### config.mk
export PLATFORM = sky130hd
export DESIGN_NAME = scale_16to32b
export DESIGN_NICKNAME = d
export VERILOG_FILES = /design/src/rtl/scale_16to32b.sv
export SDC_FILE = /design/constraint.sdc
export NUM_CORES = 1
export LEC_CHECK = 0
export CAP_MARGIN = 20
export CORE_MARGIN = 1
export CORE_UTILIZATION = 45
export CTS_CLUSTER_DIAMETER = 80
export DETAILED_ROUTE_END_ITERATION = 8
export PLACE_DENSITY = 0.77
export SETUP_SLACK_MARGIN = 0.05
export SLEW_MARGIN = 25
export SYNTH_ARGS = -nofsm -noshare
export SYNTH_HDL_FRONTEND = slang
export SYNTH_SLANG_ARGS = --single-unit
### constraint.sdc
create_clock -name clk_i -period 1.7 [get_ports clk_i]
set_input_delay 0.51 -clock clk_i [delete_from_list [all_inputs] [get_ports clk_i]]
set_output_delay 0.51 -clock clk_i [all_outputs]
set_load 0.005 [all_outputs]
### src/rtl/scale_16to32b.sv
// Expander undoing the 32-to-16 scaler: rebuilds the full-width value by
// shifting the scaled input left SH bits per clock, exp_i times.
module scale_16to32b #(
  parameter int DW_IN   = 16,
  parameter int DW_OUT  = 32,
  parameter int SH      = 2,
  parameter int EW      = 4,
  parameter int EXP_MAX = 8
) (
  input  logic              clk_i,
  input  logic              rst_i,
  input  logic [DW_IN-1:0]  data_i,
  input  logic [EW-1:0]     exp_i,
  input  logic              valid_i,
  output logic              ready_o,
  output logic [DW_OUT-1:0] y_o,
  output logic              valid_o,
  input  logic              ready_i,
  output logic              ovf_o,
  output logic              busy_o
);

  localparam logic [EW-1:0] EXP_LIM = EW'(EXP_MAX);

  typedef enum logic [1:0] {
    IDLE  = 2'd0,
    SHIFT = 2'd1,
    DONE  = 2'd2
  } state_t;

  state_t              state_q, state_d;
  logic [DW_OUT-1:0]   y_q, y_d;
  logic [EW-1:0]       cnt_q, cnt_d;
  logic                ovf_q, ovf_d;
  // Holds ready_o low until the first edge after reset release
  logic                live_q;

  always_ff @(posedge clk_i or negedge rst_i) begin
    if (!rst_i) begin
      state_q <= IDLE;
      y_q     <= '0;
      cnt_q   <= '0;
      ovf_q   <= 1'b0;
      live_q  <= 1'b0;
    end else begin
      state_q <= state_d;
      y_q     <= y_d;
      cnt_q   <= cnt_d;
      ovf_q   <= ovf_d;
      live_q  <= 1'b1;
    end
  end

  always_comb begin
    state_d = state_q;
    y_d     = y_q;
    cnt_d   = cnt_q;
    ovf_d   = ovf_q;
    case (state_q)
      IDLE: begin
        if (live_q && valid_i) begin
          if (exp_i > EXP_LIM) begin
            y_d     = '1;
            ovf_d   = 1'b1;
            state_d = DONE;
          end else begin
            y_d   = DW_OUT'(data_i);
            ovf_d = 1'b0;
            if (exp_i == '0) begin
              state_d = DONE;
            end else begin
              cnt_d   = exp_i;
              state_d = SHIFT;
            end
          end
        end
      end
      SHIFT: begin
        // Legal exponents never push a set bit past the top, so no guard here
        y_d   = y_q << SH;
        cnt_d = cnt_q - EW'(1);
        if (cnt_q == EW'(1)) begin
          state_d = DONE;
        end
      end
      DONE: begin
        if (ready_i) begin
          state_d = IDLE;
        end
      end
      default: state_d = IDLE;
    endcase
  end

  assign ready_o = live_q && (state_q == IDLE);
  assign busy_o  = (state_q == SHIFT);
  assign valid_o = (state_q == DONE);
  assign y_o     = y_q;
  assign ovf_o   = ovf_q;

endmodule

Yosys cells after proc, flatten, opt, wreduce, memory -nomap -nowiden
Cells that the tools add are included.
{"block": "totals", "ff_bits": 40, "out_inout_bits": 36, "elab_cells": 38}
{"block": "op_classes", "n_addsub": 1, "magnitude_cmp": 1, "eq_ne": 8, "mux": 14, "reduce_logical": 9}
{"operator": "$mux 32", "n": 2}
{"operator": "$pmux 32 s2", "n": 1}
{"operator": "$mux 4", "n": 3}
{"operator": "$mux 2", "n": 5}
{"operator": "$pmux 4 s2", "n": 1}
{"operator": "$ne 2x2->1 const B", "n": 3}
{"operator": "$pmux 2 s3", "n": 1}
{"operator": "$eq 4x1->1 const B", "n": 1}
{"operator": "$gt 4x4->1 const B", "n": 1}
{"operator": "$logic_not 4->1", "n": 1}
{"operator": "$ne 2x1->1 const B", "n": 2}
{"operator": "$reduce_and 2->1", "n": 2}
{"operator": "$reduce_and 4->1", "n": 1}
{"operator": "$sub 4x1->4 const B", "n": 1}
{"operator": "$reduce_and 3->1", "n": 1}
{"operator": "$eq 2x1->1 const B", "n": 1}
{"operator": "$eq 2x2->1 const B", "n": 1}
{"operator": "$logic_and 1x1->1", "n": 2}
{"operator": "$logic_not 2->1", "n": 1}
{"operator": "$reduce_bool 2->1", "n": 1}
{"operator": "$mux 1", "n": 1}

Depth between registers and ports, before layout
{"block": "logic_depth", "ltp_word": 5, "ltp_mapped": 6, "ltp_nobuf": 5}

Worst setup path after synthesis
OpenSTA, ideal clock, no wires.
{"block": "synth_timing", "kind": "input to register", "startpoint": "input port exp_i[2]", "endpoint": "register y_q[6] (netlist: y_o[6])", "t_arrival_ns": 1.446, "required_ns": 1.574, "setup_slack_ns": 0.128, "path_stages": 5, "n_path_buf": 2, "path_cell_list": "o31a_1 > buf_6 > buf_6 > o21a_1 > a221o_1"}
{"block": "synth_between", "elab_chain_len": 4}
{"item": "from (decl)", "line_no": "13", "rtl": "input logic [EW-1:0] exp_i,"}
{"item": "$gt 4x4->1", "line_no": "62", "rtl": "if (exp_i > EXP_LIM) begin"}
{"item": "$mux 32", "line_no": "62"}
{"item": "$mux 32", "line_no": "61", "rtl": "if (live_q && valid_i) begin"}
{"item": "$pmux 32 s2", "line_no": "59", "rtl": "case (state_q)"}
{"item": "to (signal assigned)", "line_no": "47", "rtl": "y_q <= y_d;"}
{"item": "to (decl)", "line_no": "32", "rtl": "logic [DW_OUT-1:0] y_q, y_d;"}
No other way between the ends. The select of a mux whose other input is x is not followed.
A chain may end at the register's enable or synchronous reset.

Worst setup path after layout
{"block": "layout_timing", "startpoint": "register state_q[1]", "endpoint": "register cnt_q[0]"}
{"block": "layout_between", "elab_chain_len": 3}
{"item": "from (decl)", "line_no": "31", "rtl": "state_t state_q, state_d;"}
{"item": "from (signal assigned)", "line_no": "46", "rtl": "state_q <= state_d;"}
{"item": "$logic_not 2->1 / $eq 2x1->1 (equally long branches)", "line_no": "59"}
{"item": "$ne 2x2->1 (no line) / $reduce_bool 2->1 (equally long branches)"}
{"item": "$reduce_and 4->1 (no line)"}
{"item": "to (signal assigned)", "line_no": "48", "rtl": "cnt_q <= cnt_d;"}
{"item": "to (decl)", "line_no": "33", "rtl": "logic [EW-1:0] cnt_q, cnt_d;"}
Parallel ways exist; a longest one is shown, timed or not.

==> impl_summary.md <==
Status
The flow ran to the end, but the final reports show violations. The final reports fail on negative setup slack.

Setup path
On the critical path, the stage with the largest delay is an instance of sky130_fd_sc_hd__dfrtp_2. The combined buffer and inverter count along the critical path is 3. The startpoint class of the critical path is a register.

The data arrival time of the worst path is approximately 1900 ps. The maximum fanout along the worst path is 4. The kind of critical path is register to register.

The delay contributed by the slowest stage of the critical path is about 440 ps. Walking the worst path, the cells encountered are buf_6, buf_6, buf_6, and4bb_2, nand3b_1, mux2_4. The critical path data required time is 1880 ps. The worst setup path is captured at a register. The library cell appearing most often on the critical path is sky130_fd_sc_hd__buf_6. The dominant delay contributor by cell family on the critical path is simple AND/OR/NAND/NOR gates.

Die
The floorplan die height is about 68 um. The initial utilization of the core area, before any placement, comes to 48.0%. In this run the standard cell core region covers between 4000 and 5000 sq um. In this run the count of I/O pins placed on the die edge is 60. The floorplan has 23 rows.

The die area is between 4000 and 5000 sq um. The die boundary width is about 70 um.

Drt
The via total after detailed routing is slightly above 2000. The average detailed-routed wire length per instance is 17.1 um. The remaining number of nets flagged by the antenna check after routing is 0.

The first detailed-routing pass took 4 iterations. After detailed routing, the total wire length is 5990 um. After detailed routing, the number of remaining DRC violations is 0. In this run, the number of DRC markers left after iteration 0 of detailed routing was 176.

The ratio of routed vias to standard cells is slightly below 6.

Clocking
CTS placed an instance of sky130_fd_sc_hd__clkbuf_8 at the clock tree root. The number of buffers created by CTS is 5. The clock passes through at most 2 buffers. The post-CTS clock slew at the launch and capture registers of the worst setup and hold paths is around 80 ps. Counting every sink on the clock net gives 40. The clock insertion delay at the later pin of the skew report is 290 ps. TritonCTS built the clock tree.

The H-tree was split into 2 levels.

STA
The aggregate negative setup slack is -142 ps. Setup repair after global routing could not meet its margin everywhere. The setup clock skew after layout is 3.74 ps. The final count of pins violating max slew is 0. The maximum clock frequency is 0.572 GHz. The routed design could run at a clock period as short as 1750 ps. The setup violation total in the final timing report is 4. The share of the clock period used by the worst path is 103%. The hold violation count in the final report was 0. On the final layout, the worst hold slack is ~150 ps.

The smallest setup slack after layout is -49.6 ps.

Logic synthesis
The post-synthesis instance area is 1980 sq um. The largest total area in the synthesized netlist belongs to sky130_fd_sc_hd__dfrtp_1. For this run, the register share of the synthesized area comes to 50.6%.

Synthesis produced a netlist with a net count of 217. After synthesis, the share of flip-flops with an asynchronous set or reset is 100%. The number of flops mapped to enable cells by yosys is 0.

The cell count after synthesis came out at 191. The number of warnings printed during yosys synthesis is 0. In the post-synthesis netlist, the biggest area contributors are sky130_fd_sc_hd__dfrtp_1 51%, sky130_fd_sc_hd__o21ai_0 6.1%, sky130_fd_sc_hd__a22oi_1 6.1%, sky130_fd_sc_hd__o21ai_1 4.6%, sky130_fd_sc_hd__a221o_1 4.1%.

After synthesis the netlist holds a flip-flop and latch count of 40. A synthesized cell averages 10.4 sq um. The number of distinct library cells after synthesis is 37. The primary flip-flop cell chosen by synthesis mapping is sky130_fd_sc_hd__dfrtp_1.

The share of the synthesized area in the top cell type is 50.6%.

Placed design
The number of port buffers is 59. After legalization and detailed placement, the total HPWL measured ~3500 um. Summing all placed instances gives a cell area of 2760 sq um.

Routability-driven placement finished with a final weighted congestion of 0.834. The worst slack at placement is -383 ps. Once placement completed, the tool counted placed cells totaling ~310.

Layout
The share of the core filled with cells in the final layout is 78.2%. Leaving out filler cells and counting taps, the final layout contains around 350. Fill cells in the final layout number 276.

Of the cells placed in the final design, the portion with a size suffix greater than 1 is 30.2%. The top cell types in the final layout, fill and taps aside, are 48 x sky130_fd_sc_hd__buf_4, 38 x sky130_fd_sc_hd__dfrtp_1, 29 x sky130_fd_sc_hd__dlygate4sd2_1, 24 x sky130_fd_sc_hd__o21ai_0. The net total in the final layout is between 300 and 400. The post-route cell area is 3220 sq um. Leaving out fill and tap cells, the most frequent cell in the layout is sky130_fd_sc_hd__buf_4.

The number of antenna diodes is 0. Compared with the post-synthesis result, the final layout area differs by 62.8%.

Global routing
The number of antenna violations at the first check in global routing is 0. The total overflow left after global routing is 0. The via count of the first global-routing pass is 1918.

The combined global-route utilization of all metal layers is 27.9%. Entering global routing, the biggest net connects 26 pins. The wire length of the first global-routing pass is ~9400 um.

Power
Power spread over the standard cell area amounts to around 1700 nW/um^2. For this design the static power due to leakage is 1.57 nW. The total power is 5.33 mW. The highest ir drop seen on vdd is around 0.0009 V.

Worst hold path
The type of the worst min-delay path is input port to asynchronous set/reset pin.

Job
Max-cap violations in this run came to 0.
==> layout make-up <==
type                    count  area (sq um)  share of cell area [%]
repair buffers            122          1130                    35.0
multi-input cells         127           928                    28.8
clock buffers               6          72.6                    2.26
well taps                  50          62.6                    1.94
flip-flops and latches     40          1000                    31.2
clock inverters             1          5.00                   0.156
inverters                   5          18.8                   0.583
==> state kept, by name, summed over array words and instances (netlist names) <==
name	count
y_o	32
cnt_q	4
state_q	2
live_q	1
ovf_o	1
==> synthesized netlist by cell type, types with 2 or more instances <==
library cell,n
sky130_fd_sc_hd__dfrtp_1,40
sky130_fd_sc_hd__o2bb2ai_1,2
sky130_fd_sc_hd__a32o_1,2
sky130_fd_sc_hd__inv_1,4
sky130_fd_sc_hd__nor2_1,6
sky130_fd_sc_hd__buf_2,6
sky130_fd_sc_hd__o21ai_0,24
sky130_fd_sc_hd__nand2_1,5
sky130_fd_sc_hd__clkbuf_1,9
sky130_fd_sc_hd__o31a_1,2
sky130_fd_sc_hd__a221o_1,8
sky130_fd_sc_hd__nor3_1,6
sky130_fd_sc_hd__o21ai_1,18
sky130_fd_sc_hd__ha_1,2
sky130_fd_sc_hd__o31ai_1,7
sky130_fd_sc_hd__buf_1,2
sky130_fd_sc_hd__o21a_1,8
sky130_fd_sc_hd__a21oi_1,2
sky130_fd_sc_hd__buf_6,2
sky130_fd_sc_hd__nand3b_1,2
sky130_fd_sc_hd__a22oi_1,16
sky130_fd_sc_hd__nor3b_1,3
==> final timing paths <==
kind,from,endpoint,slack (ps),cells past startpoint
max in group asynchronous,rst_i,state_q[0],1060,2
worst max-delay path,state_q[1],cnt_q[0],-50,6
worst min register to register,ovf_o,ovf_o,520,1
min in group clk_i,ovf_o,ovf_o,520,1
worst min-delay path,rst_i,y_o[17],150,1
worst max register to register,state_q[1],cnt_q[0],-50,6
==> logic make-up after synthesis <==
kind of cell	Yosys count	synth area share [%]
compound gates	91	31.6
flops	40	50.6
simple gates	29	8.54
buf+inv	24	5.70
mux	3	1.65
fa+ha+maj	2	1.27
other cells	1	0.190
xor+xnor	1	0.443
==> worst reg2reg max path: cells and delay by family, from the launching register on <==
family	cells	cell delay (ps)
flip-flops	1	440
buffers and inverters	3	350
multiplexers	1	340
AND/OR/NAND/NOR	2	510
==> routing by layer <==
layer | up-vias | share of wire (%) | wire length, um | GRT usage (%)
met1 | 995 | 42 | 2540 | 36.3
met5 | - | 0 | 0 | 0
met4 | 0 | 1.5 | 90 | 8.07
met3 | 10 | 6.9 | 413 | 7.17
li1 | 940 | - | - | -
met2 | 89 | 49 | 2940 | 45.3
==> power breakdown <==
part / total [mW] / internal, mW / switching [mW]
registers: 1.71 / 1.41 / 0.302
clock network: 0.600 / 0.279 / 0.321
logic: 3.03 / 1.71 / 1.32
total: 5.33 / 3.39 / 1.94
==> timing repair <==
action / CTS / global route
cloned: 1 / 0
gates resized for setup: 65 / 17
pin swaps: 7 / 4
buffers inserted: 36 / 3
hold buffers: 0 / 0
setup endpoints to repair: 48 / 32
(Power assumes the default switching activity.)
